## config.mk

```make
export PLATFORM = sky130hd
export DESIGN_NAME = intersection_phase_scheduler
export DESIGN_NICKNAME = d
export VERILOG_FILES = /design/src/rtl/intersection_phase_scheduler.sv
export SDC_FILE = /design/constraint.sdc
export NUM_CORES = 1
export LEC_CHECK = 0
export CORE_MARGIN = 4
export CORE_UTILIZATION = 30
export DETAILED_ROUTE_END_ITERATION = 10
export GPL_TIMING_DRIVEN = 0
export PLACE_DENSITY = 0.59
export SYNTH_ARGS = -nofsm -noshare
export SYNTH_HDL_FRONTEND = slang
export SYNTH_SLANG_ARGS = --single-unit
```

## constraint.sdc

```tcl
create_clock -name clk -period 2.3 [get_ports clk]
set_input_delay 0.345 -clock clk [delete_from_list [all_inputs] [get_ports clk]]
set_output_delay 0.345 -clock clk [all_outputs]
set_load 0.05 [all_outputs]
```

## src/rtl/intersection_phase_scheduler.sv

```systemverilog
// Two-road intersection phase scheduler (NS main, EW side, pedestrian crossing).
// Tick-timed green/yellow/all-red sequencing with demand-driven green cut/extend and latched walk requests.
module intersection_phase_scheduler #(
    parameter int unsigned CNT_W     = 8,
    parameter int unsigned GREEN_MIN = 10,
    parameter int unsigned GREEN_MAX = 30,
    parameter int unsigned YELLOW_T  = 3,
    parameter int unsigned ALLRED_T  = 2,
    parameter int unsigned PED_T     = 8
) (
    input  logic       clk,
    input  logic       reset_n,
    input  logic       tick,
    input  logic       ew_car,
    input  logic       ped_req,
    output logic       ped_ack,
    output logic       ns_r,
    output logic       ns_y,
    output logic       ns_g,
    output logic       ew_r,
    output logic       ew_y,
    output logic       ew_g,
    output logic       walk,
    output logic [2:0] phase
);

    typedef enum logic [2:0] {
        NS_G  = 3'd0,
        NS_Y  = 3'd1,
        CLR_A = 3'd2,
        EW_G  = 3'd3,
        EW_Y  = 3'd4,
        CLR_B = 3'd5,
        PED   = 3'd6,
        CLR_P = 3'd7
    } state_t;

    typedef enum logic {
        DIR_NS = 1'b0,
        DIR_EW = 1'b1
    } dir_t;

    localparam logic [CNT_W-1:0] GMIN_LAST = CNT_W'(GREEN_MIN - 1);
    localparam logic [CNT_W-1:0] GMAX_LAST = CNT_W'(GREEN_MAX - 1);
    localparam logic [CNT_W-1:0] YEL_LAST  = CNT_W'(YELLOW_T - 1);
    localparam logic [CNT_W-1:0] CLR_LAST  = CNT_W'(ALLRED_T - 1);
    localparam logic [CNT_W-1:0] PED_LAST  = CNT_W'(PED_T - 1);

    state_t           state_q, state_d;
    dir_t             dir_q, dir_d;
    logic [CNT_W-1:0] timer_q, timer_d;
    logic             ped_pend_q, ped_pend_d;
    logic             ped_ack_q, ped_ack_d;

    always_comb begin
        state_d    = state_q;
        dir_d      = dir_q;
        ped_pend_d = ped_pend_q;
        ped_ack_d  = 1'b0;

        if (tick) begin
            unique case (state_q)
                NS_G:  if (timer_q >= GMIN_LAST && (ew_car || ped_pend_q)) state_d = NS_Y;
                NS_Y:  if (timer_q == YEL_LAST) state_d = CLR_A;
                CLR_A: if (timer_q == CLR_LAST) begin
                           state_d = ped_pend_q ? PED : EW_G;
                           dir_d   = DIR_EW;
                       end
                EW_G:  if (timer_q == GMAX_LAST ||
                           (timer_q >= GMIN_LAST && (!ew_car || ped_pend_q))) state_d = EW_Y;
                EW_Y:  if (timer_q == YEL_LAST) state_d = CLR_B;
                CLR_B: if (timer_q == CLR_LAST) begin
                           state_d = ped_pend_q ? PED : NS_G;
                           dir_d   = DIR_NS;
                       end
                PED:   if (timer_q == PED_LAST) state_d = CLR_P;
                CLR_P: if (timer_q == CLR_LAST) state_d = (dir_q == DIR_NS) ? NS_G : EW_G;
                default: state_d = CLR_B;
            endcase
        end

        // A request coinciding with PED entry is consumed by that entry, not re-latched.
        if (state_d == PED && state_q != PED) begin
            ped_pend_d = 1'b0;
            ped_ack_d  = 1'b1;
        end else if (ped_req && state_q != PED) begin
            ped_pend_d = 1'b1;
        end

        if (state_d != state_q)
            timer_d = '0;
        else if (tick && timer_q != '1)
            timer_d = timer_q + 1'b1;
        else
            timer_d = timer_q;
    end

    always_ff @(posedge clk or negedge reset_n) begin
        if (!reset_n) begin
            state_q    <= CLR_B;
            dir_q      <= DIR_NS;
            timer_q    <= '0;
            ped_pend_q <= 1'b0;
            ped_ack_q  <= 1'b0;
        end else begin
            state_q    <= state_d;
            dir_q      <= dir_d;
            timer_q    <= timer_d;
            ped_pend_q <= ped_pend_d;
            ped_ack_q  <= ped_ack_d;
        end
    end

    // Lamps decode straight from the state register so reset reaches them asynchronously.
    always_comb begin
        ns_r = 1'b0;
        ns_y = 1'b0;
        ns_g = 1'b0;
        ew_r = 1'b0;
        ew_y = 1'b0;
        ew_g = 1'b0;
        walk = 1'b0;
        unique case (state_q)
            NS_G:    begin ns_g = 1'b1; ew_r = 1'b1; end
            NS_Y:    begin ns_y = 1'b1; ew_r = 1'b1; end
            EW_G:    begin ns_r = 1'b1; ew_g = 1'b1; end
            EW_Y:    begin ns_r = 1'b1; ew_y = 1'b1; end
            PED:     begin ns_r = 1'b1; ew_r = 1'b1; walk = 1'b1; end
            default: begin ns_r = 1'b1; ew_r = 1'b1; end
        endcase
    end

    assign ped_ack = ped_ack_q;
    assign phase   = state_q;

endmodule
```

==> impl_metrics.env, run 1 <==
export IMPL_synth_edf_count=0
export IMPL_crit_fanout=8
export IMPL_hold_viol=0
export IMPL_synth_fp_nets=148
export IMPL_leakagePower_nw=0.726
export IMPL_arrival_ns=2.37
export IMPL_met2_wirelength_mm=1.60
export IMPL_routed_wl_met3_microns=156
export IMPL_wl_per_cell_microns=14.3
export IMPL_cts_buffers=3
export IMPL_io_pins=16
export IMPL_wl_met1_mm=1.34
export IMPL_syn_area_per_cell_sq_um=8.72
export IMPL_clk_pin_slew_ns=0.06
export IMPL_vias_per_cell=5.21
export IMPL_yosys_area_top_type="dfrtp_1"
export IMPL_wirelength_mm=3.11
export IMPL_final_area_sq_um=1690
export IMPL_reg2reg_from="timer_q[4]"
export IMPL_drt_iter0_drc=50
export IMPL_n_fill_cell=363
export IMPL_synth_common_cells="dfrtp_1, nor3_1, nand2_1, nor2_1"
export IMPL_track_usage=0.122
export IMPL_max_clock_path_buffers=2
export IMPL_synth_warnings=0
export IMPL_ys_async_sr_fraction=1.00
export IMPL_worst_slew_pin_slew_ns=0.633
export IMPL_antenna_found_initial=0
export IMPL_worst_setup_path_end_kind="flop"
export IMPL_diodes=0
export IMPL_clock_sinks=14
export IMPL_p_per_area_nw_per_um2=1290
export IMPL_grt_max_degree=15
export IMPL_finClkSkew_ns=0.00119
export IMPL_final_period_utilization=0.973
export IMPL_rrSetupSlack_ns=0.06
export IMPL_antenna_left=0
export IMPL_rr_endpoint="ped_pend_q"
export IMPL_grt_pass1_vias=1126
export IMPL_critPathCapture="ped_pend_q"
export IMPL_overflow=0
export IMPL_dieArea_sq_um=5120
export IMPL_ys_seq_area_frac=0.291
export IMPL_cts_tree="built"
export IMPL_yosysMostFrequentCell="dfrtp_1"
export IMPL_start_kind="flop"
export IMPL_clock_fmax_mhz=447
export IMPL_status="finished clean"
export IMPL_initial_core_util=0.321
export IMPL_drcViolationCount=0
export IMPL_worstSkewPairLatency_ns=0.25
export IMPL_synthCells=139
export IMPL_die_h_microns=71.6
export IMPL_highest_signal_layer="met4"
export IMPL_synth_top_area_frac=0.248
export IMPL_vias=1136
export IMPL_area_growth_pct=39.7
export IMPL_num_rows=22
export IMPL_h_tree_depth=1
export IMPL_finalCriticalPeriod_ns=2.24
export IMPL_setup_viol=0
export IMPL_die_x_microns=71.6
export IMPL_drt_first_pass_iters=4
export IMPL_r2r_cells=7
export IMPL_peakVddDrop_mv=0.424
export IMPL_slew_viol_final=0
export IMPL_coreArea_sq_um=3770
export IMPL_slew_headroom=0.577
export IMPL_synth_area_sq_um=1210
export IMPL_portBuffers=15
export IMPL_synth_seq_cells=14
export IMPL_hp_class="input port to async pin"
export IMPL_cap_violations=0
export IMPL_synth_cell_types=50
export IMPL_place_area_sq_um=1450
export IMPL_critPathRequiredTime_ns=2.44
export IMPL_routabilityCongestion=0.835
export IMPL_synth_area_leaders="dfrtp_1, nor3_1, dfstp_2"
export IMPL_hold_slack_ns=0.492
export IMPL_worstSetupPathType="flop to flop"
export IMPL_dpl_hpwl_mm=2.23
export IMPL_rsz0062_at_grt="yes"
export IMPL_drive_above_1_share=0.388
export IMPL_synth_ff_type="dfrtp_1"
export IMPL_final_nets=180
export IMPL_grt_pass1_wl_mm=5.06
export IMPL_cts_hold_buf=0
export IMPL_cp_startpoint="timer_q[4]"
export IMPL_cts_root_buf="clkbuf_8"
flip-flops by register name, indices dropped and copies added (netlist names):
| signal | count |
|---|---|
| ped_ack | 1 |
| phase | 3 |
| ped_pend_q | 1 |
| timer_q | 8 |
| dir_q | 1 |
power breakdown:
part | switching, mW | leakage (nW) | internal [mW]
Combinational | 0.925 | 0.528 | 0.613
Sequential | 0.0685 | 0.169 | 0.338
Clock | 0.0897 | 0.0288 | 0.152
placed cells by master (no fill, tap or decap), types with 5 or more instances in the layout:
cell type        Yosys  routed
dfrtp_1             12       8
nor3_1              11       9
buf_4                0      13
nor2_1              10       9
clkdlybuf4s50_1      0       8
o21ai_0              5       5
nand3_1              7       6
clkbuf_8             2       7
inv_1                7       6
nand2_1             10      10
per-stage QoR:
step	TNS, ns	worst slack [ns]	power [mW]	utilization	cells
finish	0	0.0628	2.19	0.449	218
global route	-0.0165	-0.0165	2.33	0.449	218
CTS	-0.0380	-0.0380	2.07	0.412	210
detailed placement	-1.47	-0.227	1.79	0.385	202
global placement	-1.28	-0.199	1.77	0.385	202
floorplan	-0.190	-0.125	1.44	-	139
how the worst min path moves through the flow:
stage | startpoint | to | cells past startpoint
floorplan | reset_n | dir_q | 0
global placement | dir_q | dir_q | 2
detailed placement | dir_q | dir_q | 2
CTS | reset_n | timer_q[2] | 1
global route | reset_n | timer_q[2] | 1
finish | reset_n | ped_ack | 1
cell type report:
| class | count | area (sq um) | share of cell area |
|---|---|---|---|
| Buffer | 10 | 100 | 0.0591 |
| Sequential cell | 14 | 362 | 0.213 |
| Inverter | 7 | 26.3 | 0.0155 |
| Timing Repair Buffer | 27 | 236 | 0.140 |
| Clock buffer | 4 | 55.1 | 0.0325 |
| Tap cell | 48 | 60.1 | 0.0355 |
| Multi-Input combinational cell | 108 | 855 | 0.504 |
worst max-delay path, cell delays in order (launching register included):
cell and delay [ns]:
dfrtp_1 0.37, buf_6 0.14, or4_4 0.58, nand2_4 0.10, and4_4 0.26, o41ai_2 0.09
or3_1 0.38, o22a_1 0.20
per-layer routing:
layer | GRT usage | vias to the layer above
met5 | 0 | -
met4 | 0.0376 | 0
met3 | 0.0393 | 2
met2 | 0.203 | 21
met1 | 0.150 | 549
li1 | - | 564
logic make-up after synthesis:
group | share of synthesized area
fa+ha+maj | 0.0413
buf+inv | 0.0918
simple gates | 0.359
compound gates | 0.163
flops | 0.291
xor+xnor | 0.0361
mux | 0.0175
repair_timing:
item / 4_1_cts / 5_1_grt
setup endpoints to repair: 16 / 12
pin swaps: 1 / 5
setup buffers: 4 / 8
gates resized for setup: 16 / 24
Power figures use the tool's default switching activity.
==> inputs of run 2 (changes only) <==
RECOVER_POWER = 100   (was default)
==> impl_metrics.env, run 2 (synthesis results as in run 1) <==
export IMPL_rr_endpoint="ped_pend_q"
export IMPL_track_usage=0.122
export IMPL_status="finished clean"
export IMPL_portBuffers=15
export IMPL_h_tree_depth=1
export IMPL_worstSetupPathType="flop to flop"
export IMPL_overflow=0
export IMPL_coreArea_sq_um=3770
export IMPL_clock_sinks=14
export IMPL_finalCriticalPeriod_ns=2.24
export IMPL_vias=1136
export IMPL_critPathCapture="ped_pend_q"
export IMPL_critical_path_top_delay_family="simple AND/OR/NAND/NOR gates"
export IMPL_worstSkewPairLatency_ns=0.25
export IMPL_crit_fanout=8
export IMPL_start_kind="flop"
export IMPL_leakagePower_nw=0.729
export IMPL_diodes=0
export IMPL_initial_core_util=0.321
export IMPL_antenna_found_initial=0
export IMPL_largest_register="timer_q"
export IMPL_dieArea_sq_um=5120
export IMPL_cts_tree="built"
export IMPL_die_h_microns=71.6
export IMPL_wirelength_mm=3.11
export IMPL_clock_fmax_mhz=447
export IMPL_critPathRequiredTime_ns=2.44
export IMPL_grt_max_degree=15
export IMPL_worst_setup_path_end_kind="flop"
export IMPL_grt_pass1_vias=1126
export IMPL_final_period_utilization=0.973
export IMPL_final_nets=180
export IMPL_dpl_hpwl_mm=2.23
export IMPL_finClkSkew_ns=0.00119
export IMPL_cap_violations=0
export IMPL_clk_pin_slew_ns=0.06
export IMPL_max_clock_path_buffers=2
export IMPL_cp_num_buf_inv=1
export IMPL_drive_above_1_share=0.388
export IMPL_wl_per_cell_microns=14.3
export IMPL_largest_reg_flops=8
export IMPL_io_pins=16
export IMPL_cts_buffers=3
export IMPL_p_per_area_nw_per_um2=1290
export IMPL_slowest_stage="or4_4"
export IMPL_die_x_microns=71.6
export IMPL_drt_iter0_drc=50
export IMPL_grt_pass1_wl_mm=5.06
export IMPL_routabilityCongestion=0.835
export IMPL_path_cells="buf_6 > or4_4 > nand2_4 > and4_4 > o41ai_2 > or3_1 > o22a_1"
export IMPL_place_area_sq_um=1450
export IMPL_slew_viol_final=0
export IMPL_reg2reg_from="timer_q[4]"
export IMPL_final_area_sq_um=1690
export IMPL_num_rows=22
export IMPL_cts_hold_buf=0
export IMPL_path_depth=7
export IMPL_setup_viol=0
export IMPL_drcViolationCount=0
export IMPL_hold_slack_ns=0.521
export IMPL_hold_viol=0
export IMPL_peakVddDrop_mv=0.424
export IMPL_final_common_cell="buf_4"
export IMPL_hp_class="flop to flop"
export IMPL_drt_first_pass_iters=4
export IMPL_rrSetupSlack_ns=0.06
export IMPL_final_cell_mix="buf_4, nand2_1, nor2_1, nor3_1, dfrtp_1"
export IMPL_cts_root_buf="clkbuf_8"
export IMPL_rsz0062_at_grt="yes"
export IMPL_worst_slew_pin_slew_ns=0.639
export IMPL_worstHoldStart="dir_q"
export IMPL_antenna_left=0
export IMPL_vias_per_cell=5.21
export IMPL_r2r_cells=7
export IMPL_slew_headroom=0.572
export IMPL_cp_startpoint="timer_q[4]"
export IMPL_max_stage_delay_ns=0.58
export IMPL_area_growth_pct=39.7
export IMPL_n_fill_cell=363
export IMPL_arrival_ns=2.37
[run 2: per-layer routing]
metal,part of all wire,global-route usage,wire [microns]
met3,0.050,0.0393,155
met5,0,0,0
met1,0.43,0.150,1340
met2,0.51,0.203,1600
met4,0.0039,0.0376,12
[run 2: worst min path at each step]
stage                             to  slack, ns  depth (start not counted)
after floorplan                dir_q       0.05                          0
after global placement         dir_q       0.50                          2
after detailed placement       dir_q       0.51                          2
after CTS                 timer_q[2]       0.52                          1
after global routing           dir_q       0.57                          2
final                          dir_q       0.52                          2
[run 2: area by class of cell]
class                   count  area [sq um]  area share
clock buffers               4          55.1      0.0325
multi-input cells         108           855       0.504
flip-flops and latches     14           362       0.213
plain buffers              10           100      0.0591
inverters                   7          26.3      0.0155
well taps                  48          60.1      0.0355
repair buffers             27           236       0.140
[run 2: worst register-to-register path: stages (launching register included)]
cell	delay (ns)
dfrtp_1	0.37
buf_6	0.14
or4_4	0.58
nand2_4	0.10
and4_4	0.26
o41ai_2	0.09
or3_1	0.38
o22a_1	0.20
[run 2: timing repair]
| action | in CTS | in global routing |
|---|---|---|
| pin swaps | 1 | 5 |
| resized for setup | 16 | 24 |
| buffers inserted | 4 | 8 |
| endpoints found under the setup margin | 16 | 12 |
[run 2: stage by stage]
step / cells / utilization / power [mW] / TNS, ns / setup WS, ns
2_1_floorplan: 139 / - / 1.44 / -0.190 / -0.125
3_3_place_gp: 202 / 0.385 / 1.77 / -1.28 / -0.199
3_5_place_dp: 202 / 0.385 / 1.79 / -1.47 / -0.227
4_1_cts: 210 / 0.412 / 2.07 / -0.0380 / -0.0380
5_1_grt: 218 / 0.449 / 2.33 / -0.0165 / -0.0165
6_report: 218 / 0.449 / 2.18 / 0 / 0.0628
[run 2: where the power goes]
part	internal (mW)	total [mW]	leakage [nW]	switching, mW
Combinational	0.608	1.53	0.532	0.925
Clock	0.152	0.241	0.0288	0.0897
Sequential	0.338	0.406	0.169	0.0680
